File: config.mk
export PLATFORM = sky130hd
export DESIGN_NAME = mrc_seq_core
export DESIGN_NICKNAME = d
export VERILOG_FILES = /design/src/rtl/mrc_seq_core.sv
export SDC_FILE = /design/constraint.sdc
export NUM_CORES = 1
export LEC_CHECK = 0
export BUFFER_PORTS_ARGS = -buffer_cell sky130_fd_sc_hd__buf_4
export CORE_MARGIN = 5
export CORE_UTILIZATION = 45
export DETAILED_ROUTE_END_ITERATION = 12
export SYNTH_ARGS = -nofsm -noshare
export SYNTH_HDL_FRONTEND = slang
export SYNTH_SLANG_ARGS = --single-unit
File: constraint.sdc
create_clock -name clk -period 10.2 [get_ports clk]
set_input_delay 1.02 -clock clk [delete_from_list [all_inputs] [get_ports clk]]
set_output_delay 1.02 -clock clk [all_outputs]
set_load 0.05 [all_outputs]
File: src/rtl/mrc_seq_core.sv
// Sequential signed multiply / integer square root / signed divide core, operands loaded one word per load press.
// Buttons are synchronised and edge-detected internally; one arithmetic iteration per clock while busy.
module mrc_seq_core #(
  parameter int WORD_LENGTH = 16,
  parameter int SYNC_STAGES = 2
) (
  input  logic                     clk,
  input  logic                     reset,
  input  logic                     start_n,
  input  logic                     load_n,
  input  logic [WORD_LENGTH-1:0]   Data,
  input  logic [1:0]               op,
  output logic                     x,
  output logic                     y,
  output logic                     busy,
  output logic                     ready,
  output logic                     error,
  output logic [2*WORD_LENGTH-1:0] Result
);
  localparam int WL = WORD_LENGTH;
  localparam int HW = WORD_LENGTH / 2;
  localparam int CW = $clog2(WORD_LENGTH);

  localparam logic [1:0] OP_MUL  = 2'b00;
  localparam logic [1:0] OP_SQRT = 2'b01;
  localparam logic [1:0] OP_DIV  = 2'b10;
  localparam logic [1:0] OP_RSV  = 2'b11;

  typedef enum logic [2:0] {IDLE, LOAD_X, LOAD_Y, CALC, DONE} state_t;

  state_t                 state_q, state_d;
  logic [SYNC_STAGES-1:0] start_sync_q, start_sync_d, load_sync_q, load_sync_d;
  logic                   start_prev_q, start_prev_d, load_prev_q, load_prev_d;
  logic [1:0]             op_q, op_d;
  logic [WL-1:0]          xop_q, xop_d, yop_q, yop_d, aux_q, aux_d;
  logic [2*WL-1:0]        acc_q, acc_d, res_q, res_d;
  logic [CW-1:0]          cnt_q, cnt_d;
  logic                   x_q, x_d, y_q, y_d, busy_q, busy_d, ready_q, ready_d, error_q, error_d;

  logic            start_p, load_p, start_acc, ld_x, ld_y, enter_calc, last_iter, precheck_err;
  logic [CW-1:0]   last_cnt;
  logic [WL-1:0]   opx, magx, magy, sq_sh, sq_q4, sq_rn, quo_f, rem_f;
  logic [WL:0]     mul_sum, div_sh, div_diff;
  logic [2*WL-1:0] acc_n, prod_f;

  function automatic logic [WL-1:0] neg_w(input logic [WL-1:0] v);
    return ~v + {{(WL-1){1'b0}}, 1'b1};
  endfunction

  function automatic logic [WL-1:0] mag_w(input logic [WL-1:0] v);
    return v[WL-1] ? neg_w(v) : v;
  endfunction

  function automatic logic [2*WL-1:0] neg_2w(input logic [2*WL-1:0] v);
    return ~v + {{(2*WL-1){1'b0}}, 1'b1};
  endfunction

  // Falling edge of the synchronised (active-low) button gives a one-cycle pulse.
  always_comb begin
    start_sync_d = {start_sync_q[SYNC_STAGES-2:0], start_n};
    load_sync_d  = {load_sync_q[SYNC_STAGES-2:0], load_n};
    start_prev_d = start_sync_q[SYNC_STAGES-1];
    load_prev_d  = load_sync_q[SYNC_STAGES-1];
    start_p      = start_prev_q & ~start_sync_q[SYNC_STAGES-1];
    load_p       = load_prev_q & ~load_sync_q[SYNC_STAGES-1];
  end

  assign start_acc    = start_p && (state_q == IDLE || state_q == DONE);
  assign ld_x         = load_p && (state_q == LOAD_X);
  assign ld_y         = load_p && (state_q == LOAD_Y);
  assign enter_calc   = (ld_x && op_q == OP_SQRT) || ld_y;
  assign last_cnt     = (op_q == OP_SQRT) ? CW'(HW - 1) : CW'(WL - 1);
  assign last_iter    = (state_q == CALC) && (cnt_q == last_cnt);
  assign precheck_err = (state_q == CALC) && (cnt_q == '0) &&
                        ((op_q == OP_DIV && yop_q == '0) || (op_q == OP_SQRT && xop_q[WL-1]));

  always_ff @(posedge clk or negedge reset) begin
    if (!reset) begin
      state_q      <= IDLE;
      start_sync_q <= '0;
      load_sync_q  <= '0;
      start_prev_q <= 1'b0;
      load_prev_q  <= 1'b0;
      op_q         <= '0;
      xop_q        <= '0;
      yop_q        <= '0;
      aux_q        <= '0;
      acc_q        <= '0;
      res_q        <= '0;
      cnt_q        <= '0;
      x_q          <= 1'b0;
      y_q          <= 1'b0;
      busy_q       <= 1'b0;
      ready_q      <= 1'b0;
      error_q      <= 1'b0;
    end else begin
      state_q      <= state_d;
      start_sync_q <= start_sync_d;
      load_sync_q  <= load_sync_d;
      start_prev_q <= start_prev_d;
      load_prev_q  <= load_prev_d;
      op_q         <= op_d;
      xop_q        <= xop_d;
      yop_q        <= yop_d;
      aux_q        <= aux_d;
      acc_q        <= acc_d;
      res_q        <= res_d;
      cnt_q        <= cnt_d;
      x_q          <= x_d;
      y_q          <= y_d;
      busy_q       <= busy_d;
      ready_q      <= ready_d;
      error_q      <= error_d;
    end
  end

  always_comb begin
    state_d = state_q;
    case (state_q)
      IDLE, DONE: if (start_p) state_d = LOAD_X;
      LOAD_X: begin
        if (load_p) begin
          if (op_q == OP_SQRT)     state_d = CALC;
          else if (op_q == OP_RSV) state_d = DONE;
          else                     state_d = LOAD_Y;
        end
      end
      LOAD_Y:  if (load_p) state_d = CALC;
      CALC:    if (precheck_err || last_iter) state_d = DONE;
      default: state_d = IDLE;
    endcase
  end

  always_comb begin
    x_d     = (state_d == LOAD_X);
    y_d     = (state_d == LOAD_Y);
    busy_d  = (state_d == CALC);
    ready_d = ready_q;
    error_d = error_q;
    if (start_acc) begin
      ready_d = 1'b0;
      error_d = 1'b0;
    end else if ((ld_x && op_q == OP_RSV) || precheck_err) begin
      error_d = 1'b1;
    end else if (last_iter) begin
      ready_d = 1'b1;
    end
  end

  always_comb begin
    op_d  = start_acc ? op : op_q;
    xop_d = ld_x ? Data : xop_q;
    yop_d = ld_y ? Data : yop_q;
    opx   = ld_x ? Data : xop_q;
    magx  = mag_w(opx);
    magy  = mag_w(Data);

    mul_sum  = {1'b0, acc_q[2*WL-1:WL]} + (acc_q[0] ? {1'b0, aux_q} : '0);
    div_sh   = {acc_q[2*WL-1:WL], acc_q[WL-1]};
    div_diff = div_sh - {1'b0, aux_q};
    // Non-restoring sqrt: R in acc upper half, Q in acc low bits, radicand pairs shift out of aux.
    sq_sh    = {acc_q[2*WL-3:WL], aux_q[WL-1:WL-2]};
    sq_q4    = {{(WL-HW){1'b0}}, acc_q[HW-1:0]} << 2;
    sq_rn    = acc_q[2*WL-1] ? (sq_sh + (sq_q4 | {{(WL-2){1'b0}}, 2'b11}))
                             : (sq_sh - (sq_q4 | {{(WL-2){1'b0}}, 2'b01}));

    acc_n = acc_q;
    case (op_q)
      OP_MUL:  acc_n = {mul_sum, acc_q[WL-1:1]};
      OP_DIV:  acc_n = div_diff[WL] ? {div_sh[WL-1:0], acc_q[WL-2:0], 1'b0}
                                    : {div_diff[WL-1:0], acc_q[WL-2:0], 1'b1};
      OP_SQRT: acc_n = {sq_rn, {(WL-HW){1'b0}}, acc_q[HW-2:0], ~sq_rn[WL-1]};
      default: acc_n = acc_q;
    endcase

    quo_f  = (xop_q[WL-1] ^ yop_q[WL-1]) ? neg_w(acc_n[WL-1:0]) : acc_n[WL-1:0];
    rem_f  = xop_q[WL-1] ? neg_w(acc_n[2*WL-1:WL]) : acc_n[2*WL-1:WL];
    prod_f = (xop_q[WL-1] ^ yop_q[WL-1]) ? neg_2w(acc_n) : acc_n;

    acc_d = acc_q;
    aux_d = aux_q;
    cnt_d = '0;
    res_d = start_acc ? '0 : res_q;
    if (enter_calc) begin
      case (op_q)
        OP_MUL: begin
          acc_d = {{WL{1'b0}}, magy};
          aux_d = magx;
        end
        OP_DIV: begin
          acc_d = {{WL{1'b0}}, magx};
          aux_d = magy;
        end
        default: begin
          acc_d = '0;
          aux_d = opx;
        end
      endcase
    end else if (state_q == CALC) begin
      acc_d = acc_n;
      aux_d = (op_q == OP_SQRT) ? {aux_q[WL-3:0], 2'b00} : aux_q;
      cnt_d = cnt_q + CW'(1);
      if (last_iter && !precheck_err) begin
        case (op_q)
          OP_MUL:  res_d = prod_f;
          OP_DIV:  res_d = {rem_f, quo_f};
          default: res_d = {{(2*WL-HW){1'b0}}, acc_n[HW-1:0]};
        endcase
      end
    end
  end

  assign x      = x_q;
  assign y      = y_q;
  assign busy   = busy_q;
  assign ready  = ready_q;
  assign error  = error_q;
  assign Result = res_q;

endmodule

==> results.txt <==
HP Start - start_sync_q[0]$_DFF_PN0_
Cells on Worst Hold Path - 0
critical path's top delay family - simple AND/OR/NAND/NOR gates
HP Class - flip-flop to flip-flop
register area share after synthesis - 0.298
library cells used by synthesis - 91
number of CTS-inserted buffers - 17
drt pass-1 iters - 7
routed vias/inst - 6.21
fmax - 191 MHz
Finish-stage setup viols - 0
# clock sinks - 132
Mapped Area - 0.0111 mm^2
Worst slew margin - 0.265
H-tree depth - 4
most frequent cells in the layout - dfrtp_1, nor2_1, o21ai_0, nand2_1, a21oi_1
Syn Inst Count - 1353
crit path capture type - flip-flop
setup TNS - 0 ns
clk slew on worst S/H paths - 0.07 ns
Syn-to-layout area delta - 10.5%
routed wire length - 37200 um
IO Count - 59
postcts setup bufs - 0
Synth Area per Inst - 8.20 um^2
initial drt markers - 1008
Max Used Layer - met4
initial antenna violation count - 0
antenna cells - 0
commonest non-fill, non-tap cell in the layout - dfrtp_1
WL/cell - 21.8 um
reg2reg start - acc_q[31]$_DFFE_PN0P_
number of global-route vias before repair - 10100
DRC viols - 0
Yosys warning total - 0
clk_lat worst skew - 0.43 ns
clk buf depth - 2
row count - 57
Port Buf Inserts - 58
critical path class - flip-flop to flip-flop
syn nets - 1429
worst endpoint required time - 10.48 ns
Slowest-stage cell, CP - dfrtp_1
met3 wire length - 2250 um
Tmin final - 5.25 ns
Synth area leader - dfrtp_1
Max-Cap Viols - 0
Post-synth top flop - dfrtp_1
cts hold-fix bufs - 0
CTS tree - built
final weighted congestion in routability-driven placement - 0.973
core area - 0.0243 mm^2
first-pass GRT wire length - 58800 um
fin nets - 1444
wire length on met2 - 17400 um
Critical Path, Cell by Cell - xnor2_1 > ha_1 > a211oi_1 > a211oi_1 > nand4_1 > o21ai_1 > mux2_2 > or4_4 > inv_1 > ha_1 > nand3_1 > nor2_1 > and2_1 > and3_1 > nor2_1 > o31ai_1 > xnor2_1 > o21ai_0
outcome - finished clean
chip width - 167 um
Worst Skew - 0.00924 ns
RSZ-0062 raised after global routing - no
post-CTS sizing - 0
CP bufs+invs - 1
GRT Overall Usage - 0.263
grt ovf - 0
asr flop ratio synth - 1.00
Area contributors post-synth - dfrtp_1, ha_1, o21ai_0, xnor2_1, nor2_1
largest net degree at the start of global routing - 78
chip height - 167 um
Die Area - 0.0279 mm^2
Max Slew Vio Count - 0
number of fill cells - 2385
Yosys reg bits - 132
CP Launch Point - acc_q[31]$_DFFE_PN0P_
fin crit share - 0.514
Synth top area share - 0.298
post-route ant nets - 0
Worst Path Arrival - 5.52 ns
met1 WL - 16500 um
vias - 10600
HPWL after DPL - 27500 um
Critical Path Stages - 18
layout cells sized above 1 - 0.118
CP peak stage delay - 0.85 ns
Starting Density - 0.456
Final Hold Viols - 0
clock root cell - clkbuf_16
Slew @ Worst Pin - 1.10 ns
Worst Path Max Fanout - 17
R2R cell count - 18
Post-synth EDFFs - 0
kind of start point of the critical path - flip-flop
[stage by stage]
stage / setup WS, ns / area (um^2) / hold WS (ns) / cells / utilization
CTS: 4.97 / 12300 / 0.351 / 1705 / 0.504
detailed placement: 4.99 / 11700 / 0.335 / 1673 / 0.481
finish: 4.95 / 12300 / 0.350 / 1705 / 0.504
global route: 4.54 / 12300 / 0.361 / 1705 / 0.504
floorplan: 5.64 / 11100 / 0.331 / 1353 / -
global placement: 5.18 / 11700 / 0.334 / 1673 / 0.481
[cells by family after synthesis]
| family | share of synthesized area |
|---|---|
| simple gates | 0.219 |
| buf+inv | 0.0526 |
| xor+xnor | 0.0694 |
| flops | 0.298 |
| mux | 0.0411 |
| compound gates | 0.258 |
| fa+ha+maj | 0.0622 |
[synth_stat cells (7+ instances only)]
| library cell | n |
|---|---|
| nor2b_1 | 16 |
| or3_1 | 12 |
| o21ai_0 | 116 |
| a21o_1 | 15 |
| nor3b_1 | 10 |
| nand2b_1 | 12 |
| mux2_2 | 21 |
| xnor2_1 | 66 |
| a31oi_1 | 18 |
| and2_1 | 31 |
| nand4_1 | 14 |
| or2_2 | 8 |
| o221ai_1 | 30 |
| mux2i_1 | 22 |
| o211ai_1 | 14 |
| inv_1 | 56 |
| nor3_1 | 23 |
| buf_1 | 7 |
| clkbuf_1 | 57 |
| nand3_1 | 56 |
| a21oi_1 | 90 |
| a211oi_1 | 19 |
| nor2_1 | 126 |
| xor2_1 | 22 |
| a221oi_1 | 9 |
| ha_1 | 52 |
| nor4_1 | 7 |
| and3_1 | 16 |
| dfrtp_1 | 132 |
| nand2_1 | 108 |
| a22oi_1 | 7 |
| a22o_1 | 7 |
| o21a_1 | 17 |
| o31ai_1 | 13 |
[area by class of cell]
| class | count | area [um^2] | area share |
|---|---|---|---|
| timing repair buffer | 74 | 559 | 0.0456 |
| sequential | 132 | 3310 | 0.269 |
| clock buffer | 18 | 429 | 0.0350 |
| clock inverter | 14 | 143 | 0.0116 |
| inverter | 56 | 210 | 0.0171 |
| multi-input combinational | 1087 | 7210 | 0.588 |
| tap | 324 | 405 | 0.0330 |
[final timing paths]
check,slack (ns),endpoint
worst max-delay path,4.95,Result[22]$_DFF_PN0_
worst min-delay path,0.35,start_sync_q[1]$_DFF_PN0_
worst max register to register,4.95,Result[22]$_DFF_PN0_
worst min register to register,0.35,start_sync_q[1]$_DFF_PN0_
max in group asynchronous,8.24,acc_q[1]$_DFFE_PN0P_
min in group asynchronous,0.58,acc_q[24]$_DFFE_PN0P_
[registers in the layout, summed over array words and instances, names as in the netlist, 2 cells and up]
signal and flops:
start_sync_q 2, acc_q 32, state_q 3, cnt_q 4
yop_q 16, aux_q 16, op_q 2, Result 32
xop_q 16, load_sync_q 2
[per-layer routing]
metal	GRT usage	vias to the layer above
li1	-	5024
met1	0.369	5130
met2	0.427	384
met3	0.0292	51
met4	0.0847	0
met5	0	-
Power is not shown: default switching activity piles up to over one toggle a cycle in this logic, so the estimate is an artifact.
